### config.mk
export PLATFORM = sky130hd
export DESIGN_NAME = tx_arbiter_pt2262
export DESIGN_NICKNAME = d
export VERILOG_FILES = /design/src/rtl/tx_arbiter_pt2262.sv
export SDC_FILE = /design/constraint.sdc
export NUM_CORES = 1
export LEC_CHECK = 0
export ABC_AREA = 0
export CAP_MARGIN = 20
export CORE_ASPECT_RATIO = 1.1
export CORE_UTILIZATION = 27
export DETAILED_ROUTE_END_ITERATION = 10
export SLEW_MARGIN = 40
export SYNTH_ARGS = -nofsm -noshare
export SYNTH_HDL_FRONTEND = slang
export SYNTH_SLANG_ARGS = --single-unit
### constraint.sdc
create_clock -name clk -period 4.2 [get_ports clk]
set_input_delay 0.84 -clock clk [delete_from_list [all_inputs] [get_ports clk]]
set_output_delay 0.84 -clock clk [all_outputs]
set_load 0.02 [all_outputs]
### src/rtl/tx_arbiter_pt2262.sv
// -----------------------------------------------------------------------------
// tx_arbiter_pt2262
//
// Shares one PT2262-style trinary encoder between four requesters. A winner is
// picked from the request vector, its data nibble is latched, and the encoder
// is started REPEAT times with GAP_CYCLES idle cycles between frames. The
// owner is released early, after the frame currently being sent, if it drops
// its request. Completion of a grant is signalled by a one-cycle ack pulse.
//
// Parameters
//   REPEAT      frames sent per grant (1..15)
//   GAP_CYCLES  idle clk cycles between repeated frames (1..255)
//
// Ports
//   clk        in   system clock, rising edge
//   reset      in   asynchronous, active-high reset
//   req[3:0]   in   per-requester transmit request (level)
//   req_d[15:0]in   data nibbles, req_d[4i+3:4i] belongs to requester i
//   A[7:0]     in   shared trinary address
//   enc_busy   in   encoder is transmitting a frame
//   enc_start  out  one-cycle pulse starting one encoder frame
//   enc_A[7:0] out  combinational copy of A
//   enc_D[3:0] out  latched data nibble of the current/last owner
//   grant[3:0] out  one-hot current owner, 0 when no owner
//   ack[3:0]   out  one-hot one-cycle pulse when a grant completes
//   busy       out  high in every state except IDLE
//
// Build option
//   TX_FIXED_PRIORITY_EN  when defined, req[0] always wins over req[1..3]
//                         (the round-robin pointer is held at 0); otherwise
//                         arbitration is round-robin starting at the pointer.
// -----------------------------------------------------------------------------
module tx_arbiter_pt2262 #(
  parameter int REPEAT     = 4,
  parameter int GAP_CYCLES = 16
) (
  input  logic        clk,
  input  logic        reset,
  input  logic [3:0]  req,
  input  logic [15:0] req_d,
  input  logic [7:0]  A,
  input  logic        enc_busy,
  output logic        enc_start,
  output logic [7:0]  enc_A,
  output logic [3:0]  enc_D,
  output logic [3:0]  grant,
  output logic [3:0]  ack,
  output logic        busy
);

  typedef enum logic [2:0] {
    IDLE    = 3'd0,
    START   = 3'd1,
    WAIT_HI = 3'd2,
    WAIT_LO = 3'd3,
    GAP     = 3'd4,
    ACK     = 3'd5
  } state_t;

  localparam logic [3:0] REPEAT_L = 4'(REPEAT);
  localparam logic [7:0] GAP_LAST = 8'(GAP_CYCLES - 1);

  state_t     state_q, state_d;
  logic [3:0] frame_cnt_q, frame_cnt_d;
  logic [7:0] gap_cnt_q, gap_cnt_d;
  logic [1:0] owner_q, owner_d;
  logic [1:0] ptr_q, ptr_d;

  logic       enc_start_q, enc_start_d;
  logic [3:0] enc_d_q, enc_d_d;
  logic [3:0] grant_q, grant_d;
  logic [3:0] ack_q, ack_d;
  logic       busy_q, busy_d;

  logic [1:0] winner;
  logic [3:0] frame_inc;
  logic       grant_done;

  // First set request found when scanning upward (mod 4) from base.
  function automatic logic [1:0] pick_winner(input logic [3:0] r,
                                             input logic [1:0] base);
    logic [1:0] idx;
    logic       found;
    pick_winner = 2'd0;
    found       = 1'b0;
    for (int k = 0; k < 4; k++) begin
      idx = base + 2'(k);
      if (!found && r[idx]) begin
        pick_winner = idx;
        found       = 1'b1;
      end
    end
  endfunction

  function automatic logic [3:0] onehot(input logic [1:0] idx);
    onehot = 4'b0001 << idx;
  endfunction

  always_comb begin
    winner     = pick_winner(req, ptr_q);
    frame_inc  = frame_cnt_q + 4'd1;
    // Sampled on the cycle the encoder drops busy: either all repeats are
    // sent or the owner no longer wants the remaining ones.
    grant_done = (frame_inc == REPEAT_L) || !req[owner_q];

    state_d     = state_q;
    frame_cnt_d = frame_cnt_q;
    gap_cnt_d   = gap_cnt_q;
    owner_d     = owner_q;
    ptr_d       = ptr_q;
    enc_d_d     = enc_d_q;
    grant_d     = grant_q;

    case (state_q)
      IDLE: begin
        if (req != 4'b0000) begin
          owner_d     = winner;
          grant_d     = onehot(winner);
          enc_d_d     = req_d[{winner, 2'b00} +: 4];
          frame_cnt_d = 4'd0;
          state_d     = START;
        end
      end

      START: state_d = WAIT_HI;

      WAIT_HI: begin
        if (enc_busy) state_d = WAIT_LO;
      end

      // A dropped request never cuts a frame short; it is only looked at
      // once the encoder has finished the frame in flight.
      WAIT_LO: begin
        if (!enc_busy) begin
          frame_cnt_d = frame_inc;
          if (grant_done) begin
            grant_d = 4'b0000;
            state_d = ACK;
          end else begin
            gap_cnt_d = 8'd0;
            state_d   = GAP;
          end
        end
      end

      GAP: begin
        if (gap_cnt_q == GAP_LAST) begin
          state_d = START;
        end else begin
          gap_cnt_d = gap_cnt_q + 8'd1;
        end
      end

      ACK: begin
`ifdef TX_FIXED_PRIORITY_EN
        ptr_d = 2'd0;
`else
        ptr_d = owner_q + 2'd1;
`endif
        state_d = IDLE;
      end

      default: state_d = IDLE;
    endcase

    // Outputs are registered images of the state being entered.
    enc_start_d = (state_d == START);
    busy_d      = (state_d != IDLE);
    ack_d       = (state_d == ACK) ? onehot(owner_d) : 4'b0000;
  end

  always_ff @(posedge clk or posedge reset) begin
    if (reset) begin
      state_q     <= IDLE;
      frame_cnt_q <= 4'd0;
      gap_cnt_q   <= 8'd0;
      owner_q     <= 2'd0;
      ptr_q       <= 2'd0;
      enc_start_q <= 1'b0;
      enc_d_q     <= 4'd0;
      grant_q     <= 4'd0;
      ack_q       <= 4'd0;
      busy_q      <= 1'b0;
    end else begin
      state_q     <= state_d;
      frame_cnt_q <= frame_cnt_d;
      gap_cnt_q   <= gap_cnt_d;
      owner_q     <= owner_d;
      ptr_q       <= ptr_d;
      enc_start_q <= enc_start_d;
      enc_d_q     <= enc_d_d;
      grant_q     <= grant_d;
      ack_q       <= ack_d;
      busy_q      <= busy_d;
    end
  end

  assign enc_start = enc_start_q;
  assign enc_A     = A;
  assign enc_D     = enc_d_q;
  assign grant     = grant_q;
  assign ack       = ack_q;
  assign busy      = busy_q;

endmodule
==> metrics.cfg, run 1 <==
[global_routing]
grt_max_degree = 34
overflow = 0
grt_pass1_vias = 1478
grt_pass1_wl_um = 6610
grt_antenna_before_repair = 0
grtUsageTotal_pct = 12.6

[layout]
final_design_area_no_fill_um2 = 2250
nets = 244
drive_gt1_share_pct = 9.00
diodes = 0
fill_cells = 664
final_core_util_pct = 36.1
synthToLayoutAreaGrowth_pct = 27.8

[worst_setup_path]
required_ps = 4410
cp.arrival_ps = 2840
reg2regPathDepth = 4
crit_path_end_kind = flop
cp_max_fo = 12
crit_type = input pin to flop
startpoint_type = input pin

[logic_synthesis]
yosysWarningCount = 0
ys_types = 47
syn_inst = 177
ys.flop_type = dfrtp_1
ys_ff_latch = 33
synthArstFlopShare_pct = 100
synth_area_per_cell_um2 = 9.94
yosysTopAreaCell = dfrtp_1
synth.area.top_cells = dfrtp_1 47%, nor2_1 4.5%, mux2i_1 3.4%
synth_edf_count = 0
synth_common_cells = 33 x dfrtp_1, 21 x nor2_1, 13 x nand2_1, 8 x buf_4
syn_area_um2 = 1760
yosys.cell_count.top_type = dfrtp_1
syn_nets = 210
synth-seq-area-share_pct = 46.9
synth_top_area_share_pct = 46.9

[route]
drc_errors = 0
dr_total_vias = 1416
wl_per_cell_um = 13.0
drt-total-wl_um = 3790
vias_per_cell = 4.87
antenna_left = 0
drt_pre_antenna_iters = 4
drt_iter0_drc = 71

[placement]
port-buffer-count = 36
hpwl_um = 2790
place.gp.congestion = 0.829
placed_cell_area_um2 = 2160
place_ws_ps = 1290

[floorplanning]
fp.coreArea_um2 = 6230
die_w_um = 79.0
start_util_pct = 28.2
die_h_um = 86.7
dieArea_um2 = 6840
ios = 53
rows = 30

[hold_path]
hold_path_class = flop to flop
hold_depth = 1

[cts]
postCtsResizedCells = 0
clk_path_buf_depth = 2
post_cts.repair.setup_buffers = 0
insertion_delay_ps = 280
root_buffer = clkbuf_8
cts.sink_count = 33
path_clk_slew_ps = 60
cts_tree = done
htreeDepth = 2
cts_hold_buf = 0
cts_inserted_buffers = 5

[timing]
layout_setup_ws_ps = 1570
rsz0062_at_grt = false
setup_violations = 0
max_freq_mhz = 380
fin_skew_ps = 6.34
slew-limit-headroom_pct = 58.3
period_minus_slack_ps = 2630
post-route-period-util_pct = 62.6
hold_viol = 0
worstMarginPinSlew_ps = 619
finalSetupTns_ps = 0
maxSlewViolCount = 0

[outcome]
status = finished clean

[power]
p_leak_nw = 0.978
peakVddDrop_uv = 194
powerDensity_nw_per_um2 = 619

[flow_run]
drv_cap = 0

[final timing paths]
kind,startpoint,to,slack [ps]
worst max-delay path,req[1],ack[2]$_DFF_PP0_,1570
worst min-delay path,grant[2]$_DFFE_PP0P_,grant[2]$_DFFE_PP0P_,500
worst max register to register,state_q[2]$_DFF_PP0_,ack[0]$_DFF_PP0_,2280
worst min register to register,grant[2]$_DFFE_PP0P_,grant[2]$_DFFE_PP0P_,500
max in group asynchronous,reset,grant[3]$_DFFE_PP0P_,2940
min in group asynchronous,reset,gap_cnt_q[2]$_DFFE_PP0P_,950
[critical path, cell delays in order]
cell	delay [ps]
clkdlybuf4s50_1	510
nor4_1	550
or4_4	330
nor3_4	100
or3_1	400
nor2b_1	110
[final cells by class]
| type | count | area (um2) | share of cell area, % |
|---|---|---|---|
| multi-input cells | 126 | 835 | 37.1 |
| repair buffers | 38 | 375 | 16.7 |
| well taps | 80 | 100 | 4.45 |
| clock buffers | 7 | 86.3 | 3.84 |
| flip-flops and latches | 33 | 826 | 36.7 |
| inverters | 7 | 26.3 | 1.17 |
[flip-flops by register name, summed over array words and instances (netlist names)]
signal       flops
ack              4
busy             1
enc_D            4
enc_start        1
frame_cnt_q      4
gap_cnt_q        8
grant            4
owner_q          2
ptr_q            2
state_q          3
[through the flow]
stage               power (mW)  hold WS [ps]  std cells
floorplan                0.960           487        177
global placement          1.16           501        284
detailed placement        1.17           489        284
CTS                       1.41           509        291
global route              1.51           532        291
finish                    1.39           503        291
[power by group]
group	internal, mW	total [mW]	switching (mW)
combinational	0.284	0.605	0.321
sequential	0.435	0.548	0.113
clock	0.130	0.240	0.110
[logic make-up (layout without fill, tap and decap cells)]
kind of cell / after synthesis / after routing / share of synthesized area [%]
flip-flops: 33 / 33 / 46.9
multiplexers: 7 / 7 / 4.69
XOR/XNOR: 7 / 7 / 3.49
AO/OA/AOI/OAI: 35 / 35 / 14.7
adder cells (fa/ha/maj): 2 / 2 / 1.42
AND/OR/NAND/NOR: 75 / 75 / 23.2
buffers and inverters: 18 / 52 / 5.62
[metal layers]
metal  track usage [%]  vias up  wire length [um]
li1                  -      693                 -
met1              14.6      678              1660
met2              21.1       39              1840
met3              4.11        6               237
met4              5.45        0                52
met5                 0        -                 0
[placed cells by master, fill, tap and decap left out, types with 2 or more instances in the layout]
master            n
nor3_1            4
a21oi_1           5
a22o_1            3
o2bb2ai_1         5
buf_4             2
nor2b_1           3
or3_1             3
inv_1             7
dfrtp_1          33
o21ai_0           7
clkdlybuf4s50_1  36
a21o_1            2
ha_1              2
nand3b_1          3
nand2b_1          4
nand3_1           7
xnor2_1           3
nand4_1           3
nor4_1            2
nor2_1           21
clkbuf_8          6
mux2i_1           6
a221oi_1          4
nand2_1          13
xor2_1            4
No activity file was read; power rests on OpenSTA's default activity.
==> run 2, diff against run 1 <==
==> constraint.sdc (replaced) <==
create_clock -name clk -period 2.2 [get_ports clk]
set_input_delay 0.44 -clock clk [delete_from_list [all_inputs] [get_ports clk]]
set_output_delay 0.44 -clock clk [all_outputs]
set_load 0.02 [all_outputs]
==> metrics.cfg, run 2 (synthesized netlist as in run 1, its figures left out) <==
[layout]
nets = 262
top_register = gap_cnt_q
final_cell_mix = 36 x clkdlybuf4s50_1, 33 x dfrtp_1, 21 x nor2_1, 20 x buf_4, 13 x nand2_1
drive_gt1_share_pct = 17.0
synthToLayoutAreaGrowth_pct = 37.6
largest_register_ffs = 8
diodes = 0
final_common_cell = clkdlybuf4s50_1

[worst_setup_path]
cp_max_fo = 5
reg2regPathDepth = 5
required_ps = 2420
r2r_end = gap_cnt_q[2]$_DFFE_PP0P_
critPathBufInv = 2
crit_type = input pin to flop
critPathMaxStageDelay_ps = 470
rr_startpoint = state_q[2]$_DFF_PP0_
cp.arrival_ps = 2310
reg2reg_slack_ps = 350
cp_slowest_cell = nor4_1
crit_family = simple AND/OR/NAND/NOR gates
startpoint_type = input pin
crit_chain = clkdlybuf4s50_1 > nor4_1 > or4_4 > nor3_4 > buf_4 > or3_1 > nor2b_1
crit_path_end_kind = flop

[cts]
clk_path_buf_depth = 2
postCtsResizedCells = 0
path_clk_slew_ps = 70
cts_hold_buf = 0
root_buffer = clkbuf_8
cts_inserted_buffers = 5
htreeDepth = 2
insertion_delay_ps = 290
cts.sink_count = 33
post_cts.repair.setup_buffers = 0
cts_tree = done

[floorplanning]
dieArea_um2 = 6840
start_util_pct = 28.2
die_w_um = 79.0
die_h_um = 86.7
ios = 53
fp.coreArea_um2 = 6230
rows = 30

[placement]
hpwl_um = 2920
place_ws_ps = -170
port-buffer-count = 36
place.gp.congestion = 0.739

[timing]
hold_viol = 0
layout_setup_ws_ps = 111
maxSlewViolCount = 0
post-route-period-util_pct = 95.0
max_freq_mhz = 479
slew-limit-headroom_pct = 60.9
period_minus_slack_ps = 2090
setup_violations = 0
fin_skew_ps = 9.43
rsz0062_at_grt = false
worstMarginPinSlew_ps = 582

[route]
dr_total_vias = 1443
antenna_left = 0
drt-total-wl_um = 3920
drt_iter0_drc = 29
wl_per_cell_um = 12.7
vias_per_cell = 4.65
drc_errors = 0
drt_pre_antenna_iters = 4

[outcome]
status = finished clean

[global_routing]
grtUsageTotal_pct = 12.6
overflow = 0
grt_pass1_wl_um = 6650
grt_antenna_before_repair = 0
grt_pass1_vias = 1450
grt_max_degree = 34

[hold_path]
min_to = grant[2]$_DFFE_PP0P_
min-delay-start = grant[2]$_DFFE_PP0P_
hold_path_class = flop to flop
hold_depth = 1

[power]
peakVddDrop_uv = 415
finalPower_mw = 2.93
powerDensity_nw_per_um2 = 1210
p_leak_nw = 1.08

[flow_run]
drv_cap = 0

run 2: cell count changes in the layout (fill, tap and decap cells not counted), sizes merged:
cell    delta
bufinv     +1
buf       +18
run 2: layout make-up:
cell class / instances / area [um2]
tap: 80 / 100
fill: 622 / 3810
clock buffer: 7 / 86.3
multi-input combinational: 126 / 841
sequential: 33 / 826
inverter: 7 / 26.3
timing repair buffer: 56 / 510
clock inverter: 1 / 30.0
run 2: worst max path at each step:
stage	start	to	slack (ps)	cells past startpoint
floorplan	state_q[0]$_DFF_PP0_	enc_D[0]$_DFFE_PP0P_	510	4
global placement	req[3]	ack[2]$_DFF_PP0_	-150	7
detailed placement	req[1]	enc_D[0]$_DFFE_PP0P_	-170	7
CTS	req[1]	enc_D[0]$_DFFE_PP0P_	120	7
global route	req[1]	enc_D[0]$_DFFE_PP0P_	20	7
finish	req[1]	ack[2]$_DFF_PP0_	110	7
run 2: where the power goes:
part	internal (mW)	leakage, nW	switching, mW	total, mW
registers	0.831	0.424	0.214	1.04
clock network	0.369	0.0585	0.219	0.588
logic	0.655	0.600	0.646	1.30
run 2: metrics by stage:
| stage | instances | util (%) | hold WS (ps) | setup TNS (ps) | cell area [um2] |
|---|---|---|---|---|---|
| 6_report | 310 | 38.8 | 479 | 0 | 2420 |
| 5_1_grt | 310 | 38.8 | 524 | 0 | 2420 |
| 4_1_cts | 310 | 38.8 | 486 | 0 | 2420 |
| 3_5_place_dp | 302 | 37.0 | 469 | -1110 | 2300 |
| 3_3_place_gp | 302 | 36.9 | 472 | -942 | 2300 |
| 2_1_floorplan | 177 | - | 487 | 0 | 1760 |
run 2: per-layer routing:
metal | wire length, um | vias to the layer above | global-route usage, %
li1 | - | 728 | -
met1 | 1820 | 683 | 15.0
met2 | 1820 | 27 | 21.1
met3 | 203 | 5 | 3.47
met4 | 70 | 0 | 5.79
met5 | 0 | - | 0
